**config.mk**
```make
export PLATFORM = sky130hd
export DESIGN_NAME = magnitude_comparator_seq
export DESIGN_NICKNAME = d
export VERILOG_FILES = /design/src/rtl/magnitude_comparator_seq.sv
export SDC_FILE = /design/constraint.sdc
export NUM_CORES = 1
export LEC_CHECK = 0
export BUFFER_PORTS_ARGS = -buffer_cell sky130_fd_sc_hd__buf_4
export CORE_MARGIN = 2
export CORE_UTILIZATION = 30
export DETAILED_ROUTE_END_ITERATION = 7
export SLEW_MARGIN = 10
export SYNTH_ARGS = -nofsm -noshare
export SYNTH_HDL_FRONTEND = slang
export SYNTH_SLANG_ARGS = --single-unit
```
**constraint.sdc**
```tcl
create_clock -name clk -period 3.58 [get_ports clk]
set_input_delay 0.537 -clock clk [delete_from_list [all_inputs] [get_ports clk]]
set_output_delay 0.537 -clock clk [all_outputs]
set_load 0.005 [all_outputs]
```
**src/rtl/magnitude_comparator_seq.sv**
```systemverilog
// Sequential magnitude comparator: scans SLICE-bit slices MSB-first, one per clock,
// stops at the first differing slice and falls back to 74LS85-style cascade inputs on full equality.
//
// state  | meaning
// IDLE   | waiting for start; result registers hold the last decision
// SCAN   | comparing slice r_idx; r_idx counts down to 0
module magnitude_comparator_seq #(
  parameter int WIDTH = 16,
  parameter int SLICE = 4
) (
  input  logic             clk,
  input  logic             rst_n,
  input  logic             start,
  input  logic             signed_mode,
  input  logic [WIDTH-1:0] a,
  input  logic [WIDTH-1:0] b,
  input  logic             igt,
  input  logic             ilt,
  input  logic             ieq,
  output logic             busy,
  output logic             done,
  output logic             ogt,
  output logic             olt,
  output logic             oeq
);

  localparam int NSLICE = WIDTH / SLICE;
  localparam int IW     = (NSLICE > 1) ? $clog2(NSLICE) : 1;
  localparam logic [IW-1:0] TOP_IDX = IW'(NSLICE - 1);

  typedef enum logic {S_IDLE, S_SCAN} state_t;

  state_t           r_state, w_state_nxt;
  logic [WIDTH-1:0] r_a, r_b;
  logic [2:0]       r_cas;
  logic             r_sgn;
  logic [IW-1:0]    r_idx, w_idx_nxt;
  logic             r_done;
  logic [2:0]       r_res;
  logic [SLICE-1:0] w_sa, w_sb;
  logic             w_decide;
  logic [2:0]       w_res;
  logic [2:0]       w_cas_res;

  // Inverting the sign bit of the top slice maps two's complement onto unsigned order.
  always_comb begin
    w_sa = r_a[int'(r_idx)*SLICE +: SLICE];
    w_sb = r_b[int'(r_idx)*SLICE +: SLICE];
    if (r_sgn && (r_idx == TOP_IDX)) begin
      w_sa[SLICE-1] = ~w_sa[SLICE-1];
      w_sb[SLICE-1] = ~w_sb[SLICE-1];
    end
  end

  always_comb begin
    w_cas_res = 3'b001;
    if (!r_cas[0]) begin
      case (r_cas[2:1])
        2'b10:   w_cas_res = 3'b100;
        2'b01:   w_cas_res = 3'b010;
        2'b11:   w_cas_res = 3'b000;
        default: w_cas_res = 3'b110;
      endcase
    end
  end

  always_comb begin
    w_state_nxt = r_state;
    w_idx_nxt   = r_idx;
    w_decide    = 1'b0;
    w_res       = 3'b000;
    if (r_state == S_SCAN) begin
      if (w_sa > w_sb) begin
        w_decide = 1'b1;
        w_res    = 3'b100;
      end else if (w_sa < w_sb) begin
        w_decide = 1'b1;
        w_res    = 3'b010;
      end else if (r_idx != '0) begin
        w_idx_nxt = r_idx - 1'b1;
      end else begin
        w_decide = 1'b1;
        w_res    = w_cas_res;
      end
      if (w_decide) w_state_nxt = S_IDLE;
    end
  end

  always_ff @(posedge clk or negedge rst_n) begin
    if (!rst_n) begin
      r_state <= S_IDLE;
      r_a     <= '0;
      r_b     <= '0;
      r_cas   <= '0;
      r_sgn   <= 1'b0;
      r_idx   <= '0;
      r_done  <= 1'b0;
      r_res   <= 3'b000;
    end else begin
      r_done <= 1'b0;
      if (r_state == S_IDLE) begin
        if (start) begin
          r_state <= S_SCAN;
          r_a     <= a;
          r_b     <= b;
          r_cas   <= {igt, ilt, ieq};
          r_sgn   <= signed_mode;
          r_idx   <= TOP_IDX;
        end
      end else begin
        r_state <= w_state_nxt;
        r_idx   <= w_idx_nxt;
        if (w_decide) begin
          r_res  <= w_res;
          r_done <= 1'b1;
        end
      end
    end
  end

  assign busy = (r_state == S_SCAN);
  assign done = r_done;
  assign ogt  = r_res[2];
  assign olt  = r_res[1];
  assign oeq  = r_res[0];

endmodule

```
# Yosys cells after proc, flatten, opt, wreduce, memory -nomap -nowiden
# Cells that the tools add are included.
dict set report totals {
  reg_bits 43
  in_bits 39
}
dict set report op_classes {
  magnitude_cmp 2
  n_addsub 1
  eq_ne 7
  n_mux 22
  shift 2
  n_bitwise 3
  n_reduce_logical 6
}
# cell count
set op_table {}
lappend op_table {{16-bit by 5-bit variable part select with 4-bit output} 2}
lappend op_table {{1-bit two-way mux} 12}
lappend op_table {{3-bit two-way mux} 4}
lappend op_table {{2-bit two-way mux} 5}
lappend op_table {{3-bit one-hot mux with 3 select lines} 1}
lappend op_table {{2-bit == test (second input constant)} 3}
lappend op_table {{4-bit greater-than comparator} 1}
lappend op_table {{4-bit < comparator} 1}
lappend op_table {{2-bit != test (second input constant)} 2}
lappend op_table {{2-bit AND reduction} 2}
lappend op_table {{4-bit AND reduction} 1}
lappend op_table {{2-bit nonzero test} 2}
lappend op_table {{1-bit NOT} 3}
lappend op_table {{2-bit by 1-bit == test with 1-bit output (second input constant)} 1}
lappend op_table {{2-bit by 1-bit != test with 1-bit output (second input constant)} 1}
lappend op_table {{2-bit by 1-bit subtractor with 2-bit output (second input constant)} 1}
lappend op_table {{1-bit logical AND} 1}

# Longest topological paths before layout
dict set report logic_depth {
  ltp_word 10
  ltp_mapped 8
  mapped_depth_nobuf 8
}

# Least setup slack after synthesis
# Ideal clock, no wire load.
dict set report synth_timing {
  path_type {reg-to-reg}
  from {register r_idx[0]}
  to {register r_idx[0]}
  setup_ns 0.134
  arrival_time_ns 2.476
  path_stages_with_launch 9
  slack_ns 0.970
  path_cell_list {dfrtp_1 -> buf_2 -> mux4_2 -> xnor2_1 -> ha_1 -> a21oi_2 -> nor3b_1 -> or4b_4 -> mux2i_1}
}
dict set report synth_via {
  elab_chain_len 6
}
# item line
set synth_lines {}
lappend synth_lines {{start, declared} 37} ;# logic [IW-1:0] r_idx, w_idx_nxt;
lappend synth_lines {{start signal, assigned} 112} ;# r_idx <= w_idx_nxt;
lappend synth_lines {{16-bit by 5-bit variable part select with 4-bit output, or another cell as far along} 47} ;# w_sa = r_a[int'(r_idx)*SLICE +: SLICE];
lappend synth_lines {{1-bit NOT, or another cell as far along} 50} ;# w_sa[SLICE-1] = ~w_sa[SLICE-1];
lappend synth_lines {{1-bit two-way mux} 49} ;# if (r_sgn && (r_idx == TOP_IDX)) begin
lappend synth_lines {{4-bit < comparator or 4-bit greater-than comparator (tied branches)} {76, 73}}
lappend synth_lines {{2-bit != test (no source line)} --}
lappend synth_lines {{4-bit AND reduction (no source line)} --}
# Parallel ways exist; a longest one is shown, timed or not. The select of a mux whose other input is x is not followed.
# A chain may end at the register's enable or synchronous reset.

# Worst setup path in the final report
# Same ends and word-level chain as after synthesis.

==> impl_results.md <==
- Layout cell share with drive strength beyond 1: between 50 and 60%
- Library cells used by synthesis: 28
- Layout Skew: between 0.006 and 0.007 ns
- Setup Buffers After CTS: 0
- Final WS setup: roughly 0.84 ns
- CTS tree: yes
- CTS Buffer Depth: 2
- GPL Wtd Cong: 0.733
- Max-Cap Viols: 0
- Vias per std cell: 4.56
- Post-Route Utilization: between 30 and 40%
- DR top layer: met4
- Post-CTS sizing: 0
- DR WL met2: roughly 1700 µm
- CTS Root Cell: clkbuf_8
- Startpoint Class: flop
- Mapped Cells: between 100 and 150
- Hold Fails Final Rpt: 0
- Clk pin slew, worst setup/hold paths: around 0.080 ns
- Avg Inst Size Synth: ~15 µm²
- Status: finished, final reports clean
- Yosys warns: 0
- Post-Synth Adder-Cell Area: under 10%
- Metal3 WL: 204 µm
- Global route total overflow: 0
- Final Max Slew Viols: 0
- Antenna violations before repair: 0
- Die area: between 7000 and 8000 µm²
- Die height: around 85 µm
- Crit Path Class: reg -> reg
- M1 WL: between 1500 and 2000 µm
- Total Wirelength: 3780 µm
- Chip Width: between 80 and 90 µm
- First-pass DRT Iterations: 4
- Req. time, crit path: between 3 and 4 ns
- Tot GR Track Use: roughly 11%
- Area leader, netlist: dfrtp_1
- Post-synthesis compound-gate area fraction: 2.78%
- Actual slew at the worst max-slew pin: about 1.1 ns
- Maximum clock frequency: between 0.3 and 0.4 GHz
- H-tree Lvls: 2
- Fin crit period: 2.74 ns
- Post-synthesis mux area share: 30.6%
- Vias in the first global route: roughly 1,300
- # diodes: 0
- Worst skew pair latency: 0.30 ns
- Relative slew margins: about 28%
- Hpwl dp: about 2700 µm
- Worst hold path class: in -> async
- DRT iter0 DRCs: slightly above 60
- Tot Pwr: around 0.0017 W
- Via count: 1,173
- Xor/xnor share of the synthesized area: less than 1%
- First-pass GRT wire length: approximately 6200 µm
- Crit path max fanout: 9
- Num CTS Buffers: 5
- Critical path arrival: between 2 and 3 ns
- Port Buffers: 43
- CTS Hold Bufs: 0
- Starting Density: between 30 and 40%
- Largest net degree at the start of global routing: 44
- Final period utilization: about 77%
- R2r setup slk: about 0.84 ns
- Worst r2r src: r_idx[0]$_DFFE_PN0P_
- Critical R2R Capture: r_idx[0]$_DFFE_PN0P_
- Ports: 44
- Worst slack at placement: between 0.8 and 0.9 ns
- Sequential share of the synthesized area: 54.3%
- Post-synth top cells: dfrtp_1 (43), mux2_2 (36), mux4_2 (8)
- Worst Reg-to-Reg Cells: 8
- Post-Synth Simple-Gate Area: a little over 5%
- PwrDens: ~680 nW/µm²
- Post-synth EDFFs: 0
- Setup TNS: 0 ns
- Dominant synthesized flop cell: dfrtp_1
- Cell row count: 29
- Maximum vdd drop: ~0.00028 V
- Async SR Flop Fraction: between 90% and 100%
- Synth top area share: between 50% and 60%
- Synth area leaders: dfrtp_1 (54%), mux2_2 (20%), mux4_2 (9.1%)
- Post-layout net count: approximately 230
- Residual DRC: 0
- Antenna viol nets, final: 0
- Clk sink count: 43
- Core area: roughly 6400 µm²
- Wirelength per Cell: ~15 µm
- RSZ-0062 raised after global routing: false
- Area growth from synthesis to layout: 25.6%
- #FFs+latches synth: between 40 and 50
- Syn nets: 180
- Setup violations, final: 0
- Count leader, synth: dfrtp_1
- Syn Std Cell Area: 1980 µm²
- Pleak: between 1 and 1.5 nW
- Nature of the critical path endpoint: flop
- Worst hold margin: approximately 0.22 ns
- Main combinational cell family by area after synthesis: multiplexers
## where the power goes
part | internal [W] | switching [W] | total, W
Combinational | 0.000348 | 0.000231 | 0.000580
Sequential | 0.000648 | 0.0000958 | 0.000744
Clock | 0.000205 | 0.000160 | 0.000364
## cell families (layout without fill, tap and decap cells)
kind of cell,Yosys count,after routing
muxes,46,46
DFF,43,43
and+or+nand+nor,18,18
buffers and inverters,12,57
AOI/OAI and AO/OA,8,8
adders and majority gates,6,6
xor gates and xnor gates,2,2
## metrics by stage
stage | std cells | cell area, µm²
3_5_place_dp | 250 | 2390
4_1_cts | 257 | 2490
2_1_floorplan | 135 | 1980
5_1_grt | 257 | 2490
3_3_place_gp | 250 | 2390
6_report | 257 | 2490
## worst max-delay path, stage by stage (launching register included)
cell	delay [ns]
dfrtp_1	0.48
buf_4	0.25
mux4_2	0.52
xnor2_1	0.14
ha_1	0.34
a21oi_2	0.08
nor3b_1	0.15
or4b_4	0.54
mux2i_1	0.13
## sequential cells by signal, summed over array words and instances (netlist names)
| name | cells |
|---|---|
| r_idx | 2 |
| r_a | 16 |
| r_cas | 3 |
| r_b | 16 |
| r_sgn | 1 |
| done | 1 |
| r_res | 3 |
| busy | 1 |
## layer usage
layer	vias to the layer above	track usage (%)
li1	572	-
met4	0	4.76
met1	566	15.4
met5	-	0
met3	5	3.60
met2	30	16.5
## worst max-delay path by stage
stage / start / end / slack [ns] / cells after the start
after floorplan: r_idx[0]$_DFFE_PN0P_ / r_idx[0]$_DFFE_PN0P_ / 0.97 / 8
after global placement: r_idx[0]$_DFFE_PN0P_ / r_idx[0]$_DFFE_PN0P_ / 0.88 / 8
after detailed placement: r_idx[0]$_DFFE_PN0P_ / r_idx[1]$_DFFE_PN0P_ / 0.81 / 8
after CTS: r_idx[0]$_DFFE_PN0P_ / r_idx[1]$_DFFE_PN0P_ / 0.80 / 8
after global routing: r_idx[0]$_DFFE_PN0P_ / r_idx[0]$_DFFE_PN0P_ / 0.66 / 7
final: r_idx[0]$_DFFE_PN0P_ / r_idx[0]$_DFFE_PN0P_ / 0.84 / 8
## cells in the final DEF, fill, tap and decap left out, drive strengths merged, types with 2 or more instances in the layout
cell	n
ha	6
mux2	36
buf	44
mux2i	2
inv	6
dfrtp	43
nand2	5
nor2	4
clkbuf	6
a21oi	2
o21ai	2
mux4	8
## final cells by class
cell class | count | area (µm²)
tap | 77 | 96.3
clock inverter | 1 | 30.0
multi-input combinational | 80 | 862
inverter | 6 | 22.5
timing repair buffer | 44 | 330
sequential | 43 | 1080
clock buffer | 6 | 72.6
fill | 636 | 3900
No activity file was read; power rests on OpenSTA's default activity.
